===== config.mk =====
export PLATFORM = sky130hd
export DESIGN_NAME = reg_wr_sched_flat
export DESIGN_NICKNAME = d
export VERILOG_FILES = /design/src/rtl/reg_wr_pkg.sv /design/src/rtl/reg_wr_sched_if.sv /design/src/rtl/reg_wr_fifo.sv /design/src/rtl/reg_wr_sched.sv /design/src/flat_wrapper.sv
export SDC_FILE = /design/constraint.sdc
export NUM_CORES = 1
export LEC_CHECK = 0
export ABC_AREA = 1
export BUFFER_PORTS_ARGS = -buffer_cell sky130_fd_sc_hd__buf_2
export CORE_MARGIN = 3
export CORE_UTILIZATION = 66
export DETAILED_ROUTE_END_ITERATION = 10
export MAX_ROUTING_LAYER = met4
export PLACE_DENSITY = 0.87
export RECOVER_POWER = 50
export SLEW_MARGIN = 20
export SYNTH_ARGS = -nofsm -noshare
export SYNTH_HDL_FRONTEND = slang
export SYNTH_HIERARCHICAL = 1
export SYNTH_SLANG_ARGS = --single-unit

===== constraint.sdc =====
create_clock -name clk -period 3.1 [get_ports clk]
set_input_delay 0.465 -clock clk [delete_from_list [all_inputs] [get_ports clk]]
set_output_delay 0.465 -clock clk [all_outputs]
set_load 0.01 [all_outputs]

===== src/rtl/reg_wr_pkg.sv =====
// Shared types and default sizing for the register-write scheduler.
// Queue entries use the default address/data widths defined here.
package reg_wr_pkg;

    localparam int NUM_REGS_DEF = 8;
    localparam int DATA_W_DEF   = 8;
    localparam int ADDR_W_DEF   = 3;
    localparam int DEPTH_DEF    = 4;

    typedef struct packed {
        logic [ADDR_W_DEF-1:0] addr;
        logic [DATA_W_DEF-1:0] data;
    } wr_entry_t;

    typedef enum logic [1:0] {
        IDLE   = 2'd0,
        ACTIVE = 2'd1,
        HOLD   = 2'd2
    } sched_state_t;

endpackage


===== src/rtl/reg_wr_sched_if.sv =====
// Request, issue and bypass signals between the execute stage, the
// write scheduler and the register bank.
interface reg_wr_sched_if
    import reg_wr_pkg::*;
#(
    parameter int NUM_REGS = NUM_REGS_DEF,
    parameter int DATA_W   = DATA_W_DEF,
    parameter int ADDR_W   = ADDR_W_DEF,
    parameter int DEPTH    = DEPTH_DEF
);
    localparam int CNT_W = $clog2(DEPTH + 1);

    logic                in_valid;
    logic                in_ready;
    logic [ADDR_W-1:0]   in_addr;
    logic [DATA_W-1:0]   in_data;
    logic                stall;
    logic [NUM_REGS-1:0] chosen;
    logic                w_en;
    logic [DATA_W-1:0]   w_data;
    logic [ADDR_W-1:0]   rd_addr;
    logic                byp_hit;
    logic [DATA_W-1:0]   byp_data;
    logic [CNT_W-1:0]    count;
    logic                err;

    modport master (
        output in_valid, in_addr, in_data, stall, rd_addr,
        input  in_ready, chosen, w_en, w_data, byp_hit, byp_data, count, err
    );

    modport slave (
        input  in_valid, in_addr, in_data, stall, rd_addr,
        output in_ready, chosen, w_en, w_data, byp_hit, byp_data, count, err
    );

endinterface


===== src/rtl/reg_wr_fifo.sv =====
// In-order write queue: storage, head/tail pointers and occupancy.
// The whole entry array is exported so the scheduler can scan it for
// read bypass. An overwrite port updates the newest entry's data in place.
module reg_wr_fifo
    import reg_wr_pkg::*;
#(
    parameter  int DEPTH = DEPTH_DEF,
    localparam int PTR_W = $clog2(DEPTH),
    localparam int CNT_W = $clog2(DEPTH + 1)
) (
    input  logic                  clk,
    input  logic                  rst,
    input  logic                  push,
    input  wr_entry_t             push_entry,
    input  logic                  ovr,
    input  logic [DATA_W_DEF-1:0] ovr_data,
    input  logic                  pop,
    output wr_entry_t             entries [DEPTH],
    output wr_entry_t             head_entry,
    output logic [PTR_W-1:0]      tail,
    output logic [CNT_W-1:0]      count,
    output logic                  full,
    output logic                  empty
);

    wr_entry_t        mem [DEPTH];
    logic [PTR_W-1:0] head;
    logic [PTR_W-1:0] newest_idx;

    assign newest_idx = tail - 1'b1;
    assign full       = (count == CNT_W'(DEPTH));
    assign empty      = (count == '0);
    assign head_entry = mem[head];
    assign entries    = mem;

    // Storage, pointers and count; pointers wrap naturally (DEPTH is 2**n).
    always_ff @(posedge clk or negedge rst) begin
        if (!rst) begin
            for (int i = 0; i < DEPTH; i++) begin
                mem[i] <= '0;
            end
            head  <= '0;
            tail  <= '0;
            count <= '0;
        end else begin
            if (push) begin
                mem[tail] <= push_entry;
                tail      <= tail + 1'b1;
            end else if (ovr) begin
                mem[newest_idx].data <= ovr_data;
            end
            if (pop) begin
                head <= head + 1'b1;
            end
            case ({push, pop})
                2'b10:   count <= count + 1'b1;
                2'b01:   count <= count - 1'b1;
                default: count <= count;
            endcase
        end
    end

endmodule


===== src/rtl/reg_wr_sched.sv =====
// Register-write scheduler: queues execute-stage writes and issues one per
// cycle to the register bank as a one-hot select, with newest-wins bypass.
// Build option REGWR_COALESCE_EN: a push to the same address as the newest
// queued entry overwrites that entry's data instead of appending.
//
// state  | meaning
// IDLE   | queue empty, nothing to issue
// ACTIVE | entries queued, bank writable, head issuing
// HOLD   | entries queued, bank stalled, pushes still accepted
module reg_wr_sched
    import reg_wr_pkg::*;
#(
    parameter  int NUM_REGS = NUM_REGS_DEF,
    parameter  int DATA_W   = DATA_W_DEF,
    parameter  int ADDR_W   = ADDR_W_DEF,
    parameter  int DEPTH    = DEPTH_DEF,
    localparam int PTR_W    = $clog2(DEPTH),
    localparam int CNT_W    = $clog2(DEPTH + 1)
) (
    input logic           clk,
    input logic           rst,
    reg_wr_sched_if.slave bus
);

    sched_state_t     state, state_nxt;
    wr_entry_t        entries [DEPTH];
    wr_entry_t        head_entry;
    wr_entry_t        push_entry;
    logic [PTR_W-1:0] tail;
    logic [CNT_W-1:0] count;
    logic             full, empty;
    logic             addr_legal, accept, push, pop, coalesce;
    logic             in_ready, w_en, err;

    assign addr_legal = (int'(bus.in_addr) < NUM_REGS);

    // Pop of the only entry this cycle: the newest entry is leaving, so a
    // same-address request must append rather than merge into it.
    logic head_pop_last;
    assign head_pop_last = pop && (count == CNT_W'(1));

`ifdef REGWR_COALESCE_EN
    logic tail_match;
    assign tail_match = !empty && (entries[tail - 1'b1].addr == bus.in_addr)
                        && !head_pop_last;
    assign in_ready   = !full || (bus.in_valid && tail_match);
    assign coalesce   = bus.in_valid && in_ready && addr_legal && tail_match;
`else
    assign in_ready   = !full;
    assign coalesce   = 1'b0;
`endif

    assign accept     = bus.in_valid && in_ready;
    assign push       = accept && addr_legal && !coalesce;
    assign push_entry = '{addr: bus.in_addr, data: bus.in_data};

    // Issue is gated by state so nothing leaves the queue in the cycle an
    // entry first lands in an empty queue, nor right after reset.
    assign w_en = (state != IDLE) && !bus.stall;
    assign pop  = w_en;

    reg_wr_fifo #(.DEPTH(DEPTH)) u_fifo (
        .clk        (clk),
        .rst        (rst),
        .push       (push),
        .push_entry (push_entry),
        .ovr        (coalesce),
        .ovr_data   (bus.in_data),
        .pop        (pop),
        .entries    (entries),
        .head_entry (head_entry),
        .tail       (tail),
        .count      (count),
        .full       (full),
        .empty      (empty)
    );

    // State register.
    always_ff @(posedge clk or negedge rst) begin
        if (!rst) begin
            state <= IDLE;
        end else begin
            state <= state_nxt;
        end
    end

    // Next state: draining the last entry returns to IDLE, otherwise stall
    // selects between HOLD and ACTIVE.
    always_comb begin
        state_nxt = state;
        unique case (state)
            IDLE: begin
                if (push) state_nxt = ACTIVE;
            end
            ACTIVE, HOLD: begin
                if (head_pop_last && !push) state_nxt = IDLE;
                else if (bus.stall)         state_nxt = HOLD;
                else                        state_nxt = ACTIVE;
            end
            default: state_nxt = IDLE;
        endcase
    end

    // Sticky illegal-address flag, cleared only by reset.
    always_ff @(posedge clk or negedge rst) begin
        if (!rst) begin
            err <= 1'b0;
        end else if (accept && !addr_legal) begin
            err <= 1'b1;
        end
    end

    // Newest-wins bypass: walk from oldest to newest so the last match holds.
    always_comb begin
        bus.byp_hit  = 1'b0;
        bus.byp_data = '0;
        for (int i = DEPTH - 1; i >= 0; i--) begin
            if ((CNT_W'(i) < count) &&
                (entries[tail - PTR_W'(i + 1)].addr == bus.rd_addr)) begin
                bus.byp_hit  = 1'b1;
                bus.byp_data = entries[tail - PTR_W'(i + 1)].data;
            end
        end
    end

    assign bus.in_ready = in_ready;
    assign bus.w_en     = w_en;
    assign bus.chosen   = w_en ? (NUM_REGS'(1) << head_entry.addr) : '0;
    assign bus.w_data   = w_en ? head_entry.data : '0;
    assign bus.count    = count;
    assign bus.err      = err;

endmodule


===== src/flat_wrapper.sv =====
// flat-port wrapper written by rule: the top's interface ports become plain ports
module reg_wr_sched_flat import reg_wr_pkg::*;
#(
    parameter  int NUM_REGS = NUM_REGS_DEF,
    parameter  int DATA_W   = DATA_W_DEF,
    parameter  int ADDR_W   = ADDR_W_DEF,
    parameter  int DEPTH    = DEPTH_DEF,
    localparam int PTR_W    = $clog2(DEPTH),
    localparam int CNT_W    = $clog2(DEPTH + 1)
)
  (clk, rst, bus_in_valid, bus_in_addr, bus_in_data, bus_stall, bus_rd_addr, bus_in_ready, bus_chosen, bus_w_en, bus_w_data, bus_byp_hit, bus_byp_data, bus_count, bus_err);
  reg_wr_sched_if #(.NUM_REGS(NUM_REGS), .DATA_W(DATA_W), .ADDR_W(ADDR_W), .DEPTH(DEPTH)) bus_i ();
  input logic clk;
  input logic rst;
  input wire logic [$bits(bus_i.in_valid)-1:0] bus_in_valid;
  input wire logic [$bits(bus_i.in_addr)-1:0] bus_in_addr;
  input wire logic [$bits(bus_i.in_data)-1:0] bus_in_data;
  input wire logic [$bits(bus_i.stall)-1:0] bus_stall;
  input wire logic [$bits(bus_i.rd_addr)-1:0] bus_rd_addr;
  output wire logic [$bits(bus_i.in_ready)-1:0] bus_in_ready;
  output wire logic [$bits(bus_i.chosen)-1:0] bus_chosen;
  output wire logic [$bits(bus_i.w_en)-1:0] bus_w_en;
  output wire logic [$bits(bus_i.w_data)-1:0] bus_w_data;
  output wire logic [$bits(bus_i.byp_hit)-1:0] bus_byp_hit;
  output wire logic [$bits(bus_i.byp_data)-1:0] bus_byp_data;
  output wire logic [$bits(bus_i.count)-1:0] bus_count;
  output wire logic [$bits(bus_i.err)-1:0] bus_err;
  assign bus_i.in_valid = bus_in_valid;
  assign bus_i.in_addr = bus_in_addr;
  assign bus_i.in_data = bus_in_data;
  assign bus_i.stall = bus_stall;
  assign bus_i.rd_addr = bus_rd_addr;
  assign bus_in_ready = bus_i.in_ready;
  assign bus_chosen = bus_i.chosen;
  assign bus_w_en = bus_i.w_en;
  assign bus_w_data = bus_i.w_data;
  assign bus_byp_hit = bus_i.byp_hit;
  assign bus_byp_data = bus_i.byp_data;
  assign bus_count = bus_i.count;
  assign bus_err = bus_i.err;
  reg_wr_sched #(.NUM_REGS(NUM_REGS), .DATA_W(DATA_W), .ADDR_W(ADDR_W), .DEPTH(DEPTH)) u_core (.clk(clk), .rst(rst), .bus(bus_i));
endmodule

After elaboration in Yosys (flattened, before gate mapping)
Index checks and enable logic that the tools add are counted.

Output and inout port bits: 31. Input port bits: 18. Logic and storage cells: 95. Bits in registers: 53.

Bitwise operators: 5. Reductions and logical operators: 16. $lt $le $gt $ge: 10. Shift-type cells: 1. Muxes and demuxes: 33. Add/subtract/negate cells: 7. Equal/unequal tests: 11.

Operators by type and width (number): 11-bit 2-to-1 mux (11); 11-bit binary-select mux with 2-bit select (5); 8-bit 2-to-1 mux (6); 44-bit bitwise mux (1); 11-bit demux with 2-bit select (1); 3-bit >= comparator, second input constant (5); 2-bit inverter with 3-bit output (5); 3-bit equality test (4); 1-bit logical AND (9); 1-bit by 3-bit left shift with 8-bit output, first input constant (1); 1-bit by 3-bit < comparator with 1-bit output, first input constant (2); 2-bit by 3-bit < comparator with 1-bit output, first input constant (2); 2-bit 2-to-1 mux (3); 3-bit one-hot mux with 2 select lines (1); 2-bit by 1-bit adder with 2-bit output, second input constant (2); 2-bit by 1-bit equality test with 1-bit output, second input constant (2); 2-bit equality test, second input constant (2); 1-bit 2-to-1 mux (4); 2-bit one-hot mux with 2 select lines (1); 2-bit nonzero test (2); 2-bit subtractor, second input constant (2); 3-bit by 1-bit adder with 3-bit output, second input constant (1); 3-bit by 1-bit equality test with 1-bit output, second input constant (1); 3-bit equality test, second input constant (1); 7 further kinds (9).

Depth between registers and ports, before layout
Depth in word-level cells: 10. Depth in mapped cells: 15. Depth with buffers taken out: 14.

Cells and area by module
The synthesis kept the hierarchy.

Modules (own cells, without submodules): reg_wr_fifo (cells an instance 418, area an instance 3036.7 um^2, seq. area each 1276.2 um^2, instances 1); reg_wr_sched (cells an instance 449, area an instance 2132.0 um^2, seq. area each 50.0 um^2, instances 1).

Worst setup path before layout
No wires, ideal clock.

Path type: flip-flop to output port. From: register u_core.state[0]. To: output bus_chosen[0]. Stages on the path, launching flop included: 7. Setup slack: 813 ps. Required time: 2635 ps. Path buffers: 0. Arrival time: 1822 ps. Cells stage by stage: dfrtp_1 > inv_1 > ha_1 > nor2_1 > clkinv_1 > or2_2 > nor2_1.

Cells in the longest elaborated chain, start to end: 3.

Ends and longest elaborated chain: from (decl) (line reg_wr_sched.sv:25) `sched_state_t state, state_nxt;`; from (signal assigned) (line reg_wr_sched.sv:83) `state <= state_nxt;`; 2-bit nonzero test (line reg_wr_sched.sv:59) `assign w_en = (state != IDLE) && !bus.stall;`; 1-bit logical AND (line reg_wr_sched.sv:59); via bus_w_en (line flat_wrapper.sv:22) `output wire logic [$bits(bus_i.w_en)-1:0] bus_w_en;`; 8-bit 2-to-1 mux (line reg_wr_sched.sv:128) `assign bus.chosen = w_en ? (NUM_REGS'(1) << head_entry.addr) : '0;`; to (decl) (line flat_wrapper.sv:21) `output wire logic [$bits(bus_i.chosen)-1:0] bus_chosen;`.

The timed path passes the listed nets, and every way through them passes these cells.

Worst setup path after layout
From: register u_core.u_fifo.tail[0]. To: output bus_byp_data[2].

Cells in the longest elaborated chain, start to end: 10.

Ends and longest elaborated chain: from (decl) (line reg_wr_fifo.sv:20) `output logic [PTR_W-1:0] tail,`; from (signal assigned) (line reg_wr_fifo.sv:48) `tail <= tail + 1'b1;`; 2-bit subtractor / 2-bit inverter with 3-bit output (equally long branches) (line reg_wr_sched.sv:119, reg_wr_sched.sv:121); 2-bit inverter with 3-bit output (implied by the code) / 11-bit binary-select mux with 2-bit select (equally long branches) (line reg_wr_sched.sv:119, reg_wr_sched.sv:121); 11-bit binary-select mux with 2-bit select / 11-bit 2-to-1 mux (equally long branches) (line reg_wr_sched.sv:119, reg_wr_sched.sv:121); 11-bit 2-to-1 mux, on equally long branches (line reg_wr_sched.sv:119, reg_wr_sched.sv:121); 11-bit 2-to-1 mux (implied by the code) / 3-bit equality test (equally long branches) (line reg_wr_sched.sv:119) `(entries[tail - PTR_W'(i + 1)].addr == bus.rd_addr)) begin`; 3-bit equality test / 1-bit logical AND (equally long branches) (line reg_wr_sched.sv:119, reg_wr_sched.sv:118); 1-bit logical AND / 8-bit 2-to-1 mux (equally long branches) (line reg_wr_sched.sv:118) `if ((CNT_W'(i) < count) &&`; 8-bit 2-to-1 mux (2 in series) (line reg_wr_sched.sv:118); 8-bit 2-to-1 mux * (line reg_wr_sched.sv:118); to (decl) (line flat_wrapper.sv:25) `output wire logic [$bits(bus_i.byp_data)-1:0] bus_byp_data;`.

Every way passes the cells marked *; elsewhere a longest branch is shown, timed or not. The select of a mux whose other input is x is not followed.

==> out/results.ini <==
[outcome]
status = finished, violations left
violations = capacitance limit, slew limit

[flow_run]
cap_violations = 1

[timing]
clock_skew_ns = 0.0150
relSlewSlack = -0.0903
finalSetupTns_ns = 0
setup_viol = 0
clock.fmax_mhz = 343
rsz0062_at_grt = no
post-route-period-util = 0.941
tightest_slew_ns = 1.64
hold_viol = 0
slew_viol_final = 31
min_period_ns = 2.92
hold_ws_ns = 0.435

[clock_network]
cts_buffers = 5
tritoncts = done
htreeDepth = 2
cts.sinks = 53
cts-hold-fix-buffers = 0
cts_root_buffer = clkbuf_8
clock_path_buffers = 2
clk_pin_slew_ns = 0.10
clock_latency_ns = 0.32

[pwr]
p_sw_mw = 3.51
power_frac_seq = 0.231
power_density_mw_per_mm2 = 1140
cellInternalPower_mw = 2.74
power.total_mw = 6.26
p_leak_nw = 3.03
clkPwrFrac = 0.088
power_frac_comb = 0.681
swShare = 0.562
ir_drop_mv = 0.792

[yosys]
ys_warn_count = 6
synth_area_sq_mm = 0.00516
postSynthCellCount = 866
syn_area_per_cell_sq_um = 5.96

[setup_path]
crit_path_cell_trace = inv_4 > nand2_1 > nand2_4 > nand2_1 > nand3_1 > nand2_2 > nor2_4 > nand2_4 > nand3b_1 > nand2_1 > nand2_1 > nand2_1 > buf_2
worstPathMaxFanout = 35
crit_path_top_delay_cell = dfrtp_2
arrival_ns = 2.45
path_common_cell = nand2_1
crit_path_max_incr_delay_ns = 0.45
required_ns = 2.63
crit_type = reg2out
worst_setup_path_start_kind = flop
cp-end-kind = output pin

[die]
row_count = 31
io_pins = 49
initial_core_util = 0.697
die_h_um = 94.5
core_sq_mm = 0.00741
dieArea_sq_mm = 0.00892
die_w_um = 94.5

[layout]
syn_to_final_growth_pct = 6.37
nets = 916
num_antenna_cells = 0
layout-drive-gt1-share = 0.110

[global_route]
grt_max_degree = 70
grt_pass1_wl_um = 22300
grt-ovfl-total = 0
antenna_found_initial = 0
grtUsageTotal = 0.319
grt_pass1_vias = 4589

[route]
drt_iter0_markers = 467
first_pass_iters = 6
wl_um = 13500
wl_per_cell_um = 13.7
drcViolationCount = 0
postRouteAntennaNets = 0
viasPerCell = 5.69
vias = 5629

[place]
place.gp.congestion = 1.01
hpwlAfterDp_um = 10300
port_buffers = 47

[hold_path]
hold_class = in2reg

## per-layer routing
metal,vias to the layer above,GRT usage,wire length (um)
met5,-,-,0
met4,0,0.0709,218
met3,27,0.0327,1150
met2,264,0.493,6250
met1,2534,0.455,5920
li1,2804,-,-
## flip-flops by register name, indices dropped and copies added (netlist names)
name and count:
u_core/u_fifo/tail 2, u_core/u_fifo/head 2, u_core/u_fifo/count 3, u_core/u_fifo/entries 44, u_core/state 2
## final cells by class
type | count | area [sq um]
multi-input combinational | 666 | 3190
clock inverter | 3 | 65.1
inverter | 105 | 397
fill | 637 | 1920
timing repair buffer | 59 | 324
clock buffer | 5 | 68.8
sequential | 53 | 1330
tap | 99 | 124
## placed cells by master (no fill, tap or decap), drive strengths merged, types with 8 or more instances in the layout
master and n:
nand3 136, o21ai 86, clkbuf 13, o211ai 24
inv 104, nand2 356, buf 51, dfrtp 53
nand3b 8, nor2 27
## worst max-delay path, delay by kind of cell, from the launching register on
kind	cells	cell delay, ns
flip-flops	1	0.45
AND/OR/NAND/NOR	11	1.29
buffers and inverters	2	0.38
## metrics by stage
stage	instance area, sq um	cells	util	setup slack, ns
6_report	5490	990	0.741	0.183
5_1_grt	5490	990	0.741	0.0000675
4_1_cts	5490	990	0.741	0.0106
3_5_place_dp	5360	982	0.723	0.299
3_3_place_gp	5360	982	0.723	0.455
2_1_floorplan	5180	870	-	0.813
## path summary, 6_finish.rpt
path,start,endpoint,slack [ns],depth (start not counted)
setup reg to reg,u_core/u_fifo/tail[1],u_core/u_fifo/entries[22],0.71,7
hold reg to reg,u_core/u_fifo/entries[5],u_core/u_fifo/entries[5],0.57,2
min in group asynchronous,rst,u_core/u_fifo/entries[9],0.55,1
max in group asynchronous,rst,u_core/u_fifo/entries[22],1.19,2
hold / removal,bus_stall,u_core/state[1],0.44,3
setup / recovery,u_core/u_fifo/tail[0],bus_byp_data[2],0.18,13
## power by group through the flow
stage / Sequential, mW / Combinational (mW) / Clock [mW]
2_1_floorplan: 1.27 / 3.43 / 0
3_3_place_gp: 1.41 / 4.02 / 0
3_5_place_dp: 1.44 / 4.17 / 0
4_1_cts: 1.42 / 4.19 / 0.553
5_1_grt: 1.50 / 4.84 / 0.582
6_report: 1.45 / 4.26 / 0.550
## timing repair
action | 4_1_cts | 5_1_grt
gates cloned | 0 | 0
endpoints found under the setup margin | 8 | 9
resized for setup | 1 | 6
setup buffers | 0 | 0
No activity file was read; power rests on OpenSTA's default activity.
